File: src/rtl/phys_reg_free_list_if.sv
// Rename/retire handshake bundle for the physical register free list.
// master = rename/ROB side, slave = free list.
interface phys_reg_free_list_if #(
    parameter int PHY_WIDTH = 6
);
    logic                 flush;
    logic [1:0]           alloc_req;
    logic [1:0]           alloc_gnt;
    logic [PHY_WIDTH-1:0] alloc_phy_0;
    logic [PHY_WIDTH-1:0] alloc_phy_1;
    logic                 retire_pr_valid;
    logic [4:0]           rd_arch_commit;
    logic [PHY_WIDTH-1:0] rd_phy_old_commit;
    logic [PHY_WIDTH-1:0] free_count;
    logic                 fl_empty;

    modport master (
        output flush, alloc_req, retire_pr_valid, rd_arch_commit, rd_phy_old_commit,
        input  alloc_gnt, alloc_phy_0, alloc_phy_1, free_count, fl_empty
    );

    modport slave (
        input  flush, alloc_req, retire_pr_valid, rd_arch_commit, rd_phy_old_commit,
        output alloc_gnt, alloc_phy_0, alloc_phy_1, free_count, fl_empty
    );
endinterface

File: src/rtl/phys_reg_free_list.sv
// Circular physical register free list: 2-wide allocation, 1-wide release, one-cycle flush recovery.
// Define FREELIST_CHECK_EN to add an in_free bitmap with protocol/consistency $error checks.
module phys_reg_free_list #(
    parameter int NUM_PHY_REG  = 64,
    parameter int NUM_ARCH_REG = 32,
    parameter int PHY_WIDTH    = $clog2(NUM_PHY_REG),
    parameter int FL_DEPTH     = NUM_PHY_REG - NUM_ARCH_REG
) (
    input logic                 clk,
    input logic                 rst,
    phys_reg_free_list_if.slave bus
);
    localparam int IW = $clog2(FL_DEPTH);
    localparam int PW = IW + 1;

    logic [PHY_WIDTH-1:0] ring_q [FL_DEPTH];
    logic [PW-1:0]        alloc_ptr_q, commit_ptr_q, tail_q;
    logic [PW-1:0]        alloc_ptr_d, commit_ptr_d, tail_d;
    logic [PW-1:0]        count;
    logic [1:0]           need, gnt, n_gnt;
    logic [IW-1:0]        idx0, idx1;
    logic                 full, retire_en;
    logic [PHY_WIDTH-1:0] phy_0, phy_1;

    assign count = tail_q - alloc_ptr_q;
    assign full  = (count == PW'(FL_DEPTH));
    assign need  = {1'b0, bus.alloc_req[0]} + {1'b0, bus.alloc_req[1]};
    // All-or-nothing grant; a flush cycle never grants.
    assign gnt   = (!bus.flush && (PW'(need) <= count)) ? bus.alloc_req : 2'b00;
    assign n_gnt = {1'b0, gnt[0]} + {1'b0, gnt[1]};
    assign idx0  = alloc_ptr_q[IW-1:0];
    assign idx1  = idx0 + IW'(1);

    // Releasing into a full ring is a protocol error; the whole retire is dropped.
    assign retire_en = bus.retire_pr_valid && (bus.rd_arch_commit != 5'd0) && !full;

    always_comb begin
        phy_0 = '0;
        phy_1 = '0;
        case (gnt)
            2'b11: begin
                phy_0 = ring_q[idx0];
                phy_1 = ring_q[idx1];
            end
            2'b01:   phy_0 = ring_q[idx0];
            2'b10:   phy_1 = ring_q[idx0];
            default: ;
        endcase
    end

    assign bus.alloc_gnt   = gnt;
    assign bus.alloc_phy_0 = phy_0;
    assign bus.alloc_phy_1 = phy_1;
    assign bus.free_count  = PHY_WIDTH'(count);
    assign bus.fl_empty    = (count == '0);

    always_comb begin
        commit_ptr_d = commit_ptr_q + PW'(retire_en);
        tail_d       = tail_q + PW'(retire_en);
        alloc_ptr_d  = bus.flush ? commit_ptr_d : alloc_ptr_q + PW'(n_gnt);
    end

    always_ff @(posedge clk or posedge rst) begin
        if (rst) begin
            alloc_ptr_q  <= '0;
            commit_ptr_q <= '0;
            tail_q       <= PW'(FL_DEPTH);
            for (int i = 0; i < FL_DEPTH; i++) begin
                ring_q[i] <= PHY_WIDTH'(NUM_ARCH_REG + i);
            end
        end else begin
            alloc_ptr_q  <= alloc_ptr_d;
            commit_ptr_q <= commit_ptr_d;
            tail_q       <= tail_d;
            if (retire_en) begin
                ring_q[tail_q[IW-1:0]] <= bus.rd_phy_old_commit;
            end
        end
    end

`ifdef FREELIST_CHECK_EN
    logic [NUM_PHY_REG-1:0] in_free_q, in_free_d;

    always_comb begin
        in_free_d = in_free_q;
        if (bus.flush) begin
            // Rebuild from the committed window, including this cycle's push.
            in_free_d = '0;
            for (int k = 0; k < FL_DEPTH; k++) begin
                if (PW'(k) < PW'(tail_d - commit_ptr_d)) begin
                    if (retire_en && ((commit_ptr_d[IW-1:0] + IW'(k)) == tail_q[IW-1:0])) begin
                        in_free_d[bus.rd_phy_old_commit] = 1'b1;
                    end else begin
                        in_free_d[ring_q[commit_ptr_d[IW-1:0] + IW'(k)]] = 1'b1;
                    end
                end
            end
        end else begin
            if (gnt[0]) in_free_d[phy_0] = 1'b0;
            if (gnt[1]) in_free_d[phy_1] = 1'b0;
            if (retire_en) in_free_d[bus.rd_phy_old_commit] = 1'b1;
        end
    end

    always_ff @(posedge clk or posedge rst) begin
        if (rst) begin
            for (int i = 0; i < NUM_PHY_REG; i++) begin
                in_free_q[i] <= (i >= NUM_ARCH_REG);
            end
        end else begin
            in_free_q <= in_free_d;
            if (gnt[0] && !in_free_q[phy_0]) $error("free list: p%0d allocated twice", phy_0);
            if (gnt[1] && !in_free_q[phy_1]) $error("free list: p%0d allocated twice", phy_1);
            if (bus.retire_pr_valid && (bus.rd_arch_commit != 5'd0)) begin
                if (full) $error("free list: release while full");
                if (bus.rd_phy_old_commit == '0) $error("free list: release of p0");
                else if (in_free_q[bus.rd_phy_old_commit])
                    $error("free list: p%0d released while already free", bus.rd_phy_old_commit);
            end
        end
    end
`endif
endmodule

File: src/flat_wrapper.sv
// flat-port wrapper written by rule: the top's interface ports become plain ports
module phys_reg_free_list_flat 
#(
    parameter int NUM_PHY_REG  = 64,
    parameter int NUM_ARCH_REG = 32,
    parameter int PHY_WIDTH    = $clog2(NUM_PHY_REG),
    parameter int FL_DEPTH     = NUM_PHY_REG - NUM_ARCH_REG
)
  (clk, rst, bus_flush, bus_alloc_req, bus_retire_pr_valid, bus_rd_arch_commit, bus_rd_phy_old_commit, bus_alloc_gnt, bus_alloc_phy_0, bus_alloc_phy_1, bus_free_count, bus_fl_empty);
  phys_reg_free_list_if #(.PHY_WIDTH(PHY_WIDTH)) bus_i ();
  input logic clk;
  input logic rst;
  input wire logic [$bits(bus_i.flush)-1:0] bus_flush;
  input wire logic [$bits(bus_i.alloc_req)-1:0] bus_alloc_req;
  input wire logic [$bits(bus_i.retire_pr_valid)-1:0] bus_retire_pr_valid;
  input wire logic [$bits(bus_i.rd_arch_commit)-1:0] bus_rd_arch_commit;
  input wire logic [$bits(bus_i.rd_phy_old_commit)-1:0] bus_rd_phy_old_commit;
  output wire logic [$bits(bus_i.alloc_gnt)-1:0] bus_alloc_gnt;
  output wire logic [$bits(bus_i.alloc_phy_0)-1:0] bus_alloc_phy_0;
  output wire logic [$bits(bus_i.alloc_phy_1)-1:0] bus_alloc_phy_1;
  output wire logic [$bits(bus_i.free_count)-1:0] bus_free_count;
  output wire logic [$bits(bus_i.fl_empty)-1:0] bus_fl_empty;
  assign bus_i.flush = bus_flush;
  assign bus_i.alloc_req = bus_alloc_req;
  assign bus_i.retire_pr_valid = bus_retire_pr_valid;
  assign bus_i.rd_arch_commit = bus_rd_arch_commit;
  assign bus_i.rd_phy_old_commit = bus_rd_phy_old_commit;
  assign bus_alloc_gnt = bus_i.alloc_gnt;
  assign bus_alloc_phy_0 = bus_i.alloc_phy_0;
  assign bus_alloc_phy_1 = bus_i.alloc_phy_1;
  assign bus_free_count = bus_i.free_count;
  assign bus_fl_empty = bus_i.fl_empty;
  phys_reg_free_list #(.NUM_PHY_REG(NUM_PHY_REG), .NUM_ARCH_REG(NUM_ARCH_REG), .PHY_WIDTH(PHY_WIDTH), .FL_DEPTH(FL_DEPTH)) u_core (.clk(clk), .rst(rst), .bus(bus_i));
endmodule
File: config.mk
export PLATFORM = sky130hd
export DESIGN_NAME = phys_reg_free_list_flat
export DESIGN_NICKNAME = d
export VERILOG_FILES = /design/src/rtl/phys_reg_free_list_if.sv /design/src/rtl/phys_reg_free_list.sv /design/src/flat_wrapper.sv
export SDC_FILE = /design/constraint.sdc
export NUM_CORES = 1
export LEC_CHECK = 0
export ABC_AREA = 0
export BUFFER_PORTS_ARGS = -buffer_cell sky130_fd_sc_hd__clkbuf_2
export CAP_MARGIN = 20
export CORE_UTILIZATION = 48
export CTS_CLUSTER_SIZE = 12
export DETAILED_ROUTE_END_ITERATION = 10
export GPL_ROUTABILITY_DRIVEN = 0
export PLACE_DENSITY = 0.73
export SYNTH_ARGS = -nofsm -noshare
export SYNTH_HDL_FRONTEND = slang
export SYNTH_SLANG_ARGS = --single-unit
File: constraint.sdc
create_clock -name clk -period 9.4 [get_ports clk]
set_clock_uncertainty 0.1 [all_clocks]
set_input_delay 1.88 -clock clk [delete_from_list [all_inputs] [get_ports clk]]
set_output_delay 1.88 -clock clk [all_outputs]
set_load 0.01 [all_outputs]
After elaboration in Yosys (flattened, before gate mapping)
Cells that the tools add are included.

word-level totals
  memory bits (writable) = 0
  word-level logic and storage cells = 76
  bits in latches = 0
  bits of input ports = 17
  output and inout bits = 21
  memories = 0
  register bits after elaboration = 210
  ROM bits = 0

cells by class
  equal/unequal tests = 4
  bitwise operators = 3
  $add $sub $neg = 7
  shifts and indexed selects = 0
  order comparisons = 5
  reduce and logical (&&, ||, !) cells = 9
  div/mod/pow operators = 0
  $mul = 0
  multiplexer cells = 13

operator list
  kind                                                         count
  bitwise mux 192 bit                                          1
  binary-select mux 6 bit (select 5 bit)                       2
  2-to-1 mux 6 bit                                             7
  demux 6 bit (select 5 bit)                                   1
  greater-or-equal comparator 6 bit (second input constant)    3
  inverter 5 -> 6 bit                                          3
  adder 6 x 1 -> 6 bit                                         2
  one-hot mux 6 bit (2 select lines)                           1
  adder 6 x 2 -> 6 bit                                         1
  == test 6 bit (second input constant)                        1
  <= comparator 2 x 6 -> 1 bit                                 1
  logical NOT 6 bit                                            1
  less-than comparator 6 x 1 -> 1 bit (second input constant)  1
  subtractor 6 bit                                             1
  adder 5 x 1 -> 5 bit (second input constant)                 1
  nonzero test 5 bit                                           1
  adder 1 x 1 -> 2 bit                                         2
  == test 2 bit (second input constant)                        2
  logical AND 1 bit                                            4
  == test 2 x 1 -> 1 bit (second input constant)               1
  logical NOT 1 bit                                            2
  2-to-1 mux 2 bit                                             1
  OR reduction 2 bit                                           1

Depth between registers and ports, before layout
  word-level depth = 7
  mapped depth = 18
  gate-level depth less buffers = 15

Worst setup path after synthesis
No wires, ideal clock.

  path kind = in2out
  from = in bus_alloc_req[0]
  to = out bus_alloc_phy_1[2]
  stages on the path = 9
  buffers on the path = 1
  arrival time = 3.630 ns
  required time = 7.420 ns
  slack = 3.790 ns
  cell sequence = ha_1 ha_1 nor2b_1 o21ai_0 or4_1 nor4_1 or3b_2 clkbuf_1 a211oi_1

on the way
  cells in the longest elaborated chain, start to end = 6
  elaborated cells on any way between the ends = 7
  those cells by class = add/sub: 1; order compare: 1; eq/ne: 2; mux: 2; reduce/logical: 1

RTL lines
  element                               line                      RTL
  start, declared                       flat_wrapper.sv:14        input wire logic [$bits(bus_i.alloc_req)-1:0] bus_alloc_req;
  adder 1 x 1 -> 2 bit                  phys_reg_free_list.sv:27  assign need = {1'b0, bus.alloc_req[0]} + {1'b0, bus.alloc_req[1]};
  <= comparator 2 x 6 -> 1 bit          phys_reg_free_list.sv:29  assign gnt = (!bus.flush && (PW'(need) <= count)) ? bus.alloc_req : 2'b00;
  logical AND 1 bit                     phys_reg_free_list.sv:29
  2-to-1 mux 2 bit *                    phys_reg_free_list.sv:29
  == test 2 bit                         phys_reg_free_list.sv:40  case (gnt)
  one-hot mux 6 bit (2 select lines) *  phys_reg_free_list.sv:40
  end, declared                         flat_wrapper.sv:20        output wire logic [$bits(bus_i.alloc_phy_1)-1:0] bus_alloc_phy_1;

Every way passes the cells marked *; elsewhere a longest branch is shown, timed or not.

Worst setup path after layout
  from = in bus_alloc_req[0]
  to = out bus_alloc_phy_1[3]

The elaborated chain is that of the path after synthesis.

==> results.json <==
{
  "status": "finished, final reports clean",
  "first_iter_violations": 1017,
  "worst_r2r_path_depth": 13,
  "syn2layout_area_growth_pct": 9.513,
  "syn-cell-area_um2": 12490,
  "cellLeakagePower_nw": 5.365,
  "synth_cell_types": 56,
  "floorplan.core_area_um2": 25330,
  "power.total_mw": 5.917,
  "route.detailed.drc": 0,
  "ir_worst_vdd_v": 0.0002944,
  "num_rows": 58,
  "initial_antenna_violation_count": 0,
  "route.antenna.remaining_nets": 0,
  "critical_path_required_ns": 7.42,
  "detailed_place.area_um2": 12860,
  "yosysWarningCount": 0,
  "synth.yosys.seq_area_share_pct": 43.19,
  "drt-pass1-iter-count": 6,
  "cts_tree": "yes",
  "n_antenna_cell": 0,
  "start_kind": "input port",
  "worst_setup_hold_path_clk_slew_ns": 0.06,
  "cap_violations": 0,
  "setup_violations": 0,
  "global_route_wire_length_before_repair_mm": 50.59,
  "numCtsBuffers": 24,
  "clk_latency_ns": 0.51,
  "gr-total-overflow": 0,
  "wirelength_mm": 32.47,
  "final.hold.worst_slack_ns": 0.3644,
  "die-area_um2": 26680,
  "ys_seq_elements": 210,
  "r2r_endpoint": "u_core.alloc_ptr_q[4]",
  "pwr_per_cell_area_nw_per_um2": 432.4,
  "via_count_of_the_first_global_routing_pass": 8426,
  "die_h_um": 163.3,
  "final_ws_setup_ns": 3.091,
  "timing_worst_slew_pin_value_ns": 1.014,
  "final_area_um2": 13680,
  "route.detailed.wl_per_inst_um": 25.10,
  "placement.io_buffers": 37,
  "worstHoldPathCells": 1,
  "detailroute.via_count": 8453,
  "yosys_most_used_dff": "dfstp_2",
  "cts_setup_buffers": 0,
  "grtUsageTotal_pct": 25.27,
  "xor_xnor_cell_area_share_of_the_yosys_netlist_pct": 1.332,
  "final.fill_count": 2079,
  "postSynth.asyncResetShare_pct": 100.0,
  "cp_data_arrival_time_ns": 4.33,
  "io_pins": 38,
  "final.setup.tns_ns": 0,
  "dp.final_hpwl_mm": 21.95,
  "cts_resized": 0,
  "layout.cells.most_common": "mux2_2",
  "synth_simple_gate_area_share_pct": 11.93,
  "drv_slew": 0,
  "detail_route.vias_per_cell": 6.532,
  "r2r_slack_ns": 4.67,
  "ctsHtreeMaxLevel": 1,
  "fmax_mhz": 158.5,
  "floorplan.initialDensity_pct": 49.33,
  "timing.critical_path.fanout_max": 14,
  "fin_nets": 979,
  "drive_above_1_share_pct": 52.49,
  "reg2reg_from": "u_core.alloc_ptr_q[4]",
  "grt_setup_unrepaired": "false",
  "placement.setup.worst_slack_ns": 3.145,
  "clock-sinks": 210,
  "final-hold-violation-count": 0,
  "setup.worst_path.class": "input port to output port",
  "layout.cells.most_common_list": "mux2_2 (193), dfstp_2 (113), dfrtp_1 (95), nand2_1 (84), mux4_2 (82)",
  "synthesis.nets": 982,
  "syn_avg_cell_area_um2": 13.17,
  "netlist_instances": 949,
  "holdCritStartpoint": "u_core.commit_ptr_q[5]",
  "holdCritPathClass": "flop to flop",
  "mux_cell_area_share_after_synthesis_pct": 34.75,
  "hold_end": "u_core.commit_ptr_q[5]",
  "synth_top_area_cell": "dfstp_2",
  "synth-compound-area-share_pct": 3.946,
  "cts_root_buf": "clkbuf_16",
  "synth_edf_count": 0,
  "die_width_um": 163.3,
  "cts-root-to-sink-buffers": 3,
  "main_combinational_cell_family_by_area_after_synthesis": "multiplexers",
  "yosys.area_share.adder_pct": 1.722,
  "synth.top_cells.by_area": "dfstp_2 (24%), dfrtp_1 (19%), mux2_2 (17%)",
  "synth.top_cell.area_share_pct": 23.76,
  "grt_start_max_net_pins": 146,
  "fin_crit_ns": 6.309,
  "worst_setup_path_end_kind": "output port",
  "ctsHoldBuffers": 0,
  "worst_slew_margin_rel_pct": 32.04,
  "timing.final.crit_share_pct": 67.12
}
sequential cells by signal, summed over array words and instances (netlist names):
| register | cells |
|---|---|
| u_core.tail_q | 6 |
| u_core.alloc_ptr_q | 6 |
| u_core.commit_ptr_q | 6 |
| u_core.ring_q | 192 |
worst max-delay path by stage:
stage | startpoint | to
CTS | bus_alloc_req[0] | bus_alloc_phy_1[3]
global placement | bus_alloc_req[0] | bus_alloc_phy_1[3]
floorplan | rst | u_core.alloc_ptr_q[0]
finish | bus_alloc_req[0] | bus_alloc_phy_1[3]
detailed placement | bus_alloc_req[0] | bus_alloc_phy_1[3]
global route | bus_alloc_req[0] | bus_alloc_gnt[0]
per-stage QoR:
stage	utilization, %	cells
after floorplan	-	949
after global placement	50.78	1250
after detailed placement	50.78	1250
after CTS	54.03	1294
after global routing	54.03	1294
final	54.03	1294
where the power goes:
part / switching, mW / internal (mW) / total, mW / leakage (nW)
Clock: 0.373 / 0.600 / 0.972 / 0.407
Sequential: 0.389 / 1.50 / 1.88 / 2.38
Combinational: 1.63 / 1.43 / 3.06 / 2.57
Total: 2.39 / 3.53 / 5.92 / 5.37
area by class of cell:
cell class	count	area [um^2]	area share [%]
multi-input combinational	650	6741	49.27
sequential	210	5401	39.48
clock buffer	36	706.9	5.166
tap	330	412.9	3.018
timing repair buffer	44	237.7	1.737
clock inverter	8	115.1	0.8413
inverter	16	67.56	0.4938
synth_stat cells, types with 17 or more instances:
library cell  count
clkbuf_1         44
nand4_1          21
mux4_2           82
mux2_2          193
mux2i_1          31
nand2_1          84
dfrtp_1          97
nor2_1           33
a22oi_1          17
nand3_1          37
dfstp_2         113
nor4_4           18
kinds of logic after synthesis:
group | Yosys count
multiplexers | 307
AND/OR/NAND/NOR | 239
flip-flops | 210
buffers and inverters | 89
AO/OA/AOI/OAI | 69
XOR/XNOR | 19
adder cells (fa/ha/maj) | 16
worst max-delay path: stages:
cell      delay (ns)
clkbuf_2        0.28
ha_1            0.31
ha_1            0.28
nor2b_1         0.13
o21ai_0         0.12
or4_1           0.12
nor4_1          0.04
or3b_2          0.64
a21oi_1         0.34
clkbuf_2        0.20
metal layers:
| metal | vias to the layer above | wire, um | share of wire [%] | track usage, % |
|---|---|---|---|---|
| met1 | 4406 | 13370 | 41 | 34.91 |
| met4 | 0 | 1175 | 3.6 | 9.643 |
| li1 | 3575 | - | - | - |
| met2 | 406 | 14830 | 46 | 38.25 |
| met5 | - | 0 | 0 | 0 |
| met3 | 66 | 3104 | 9.6 | 6.425 |
No activity file was read; power rests on OpenSTA's default activity.
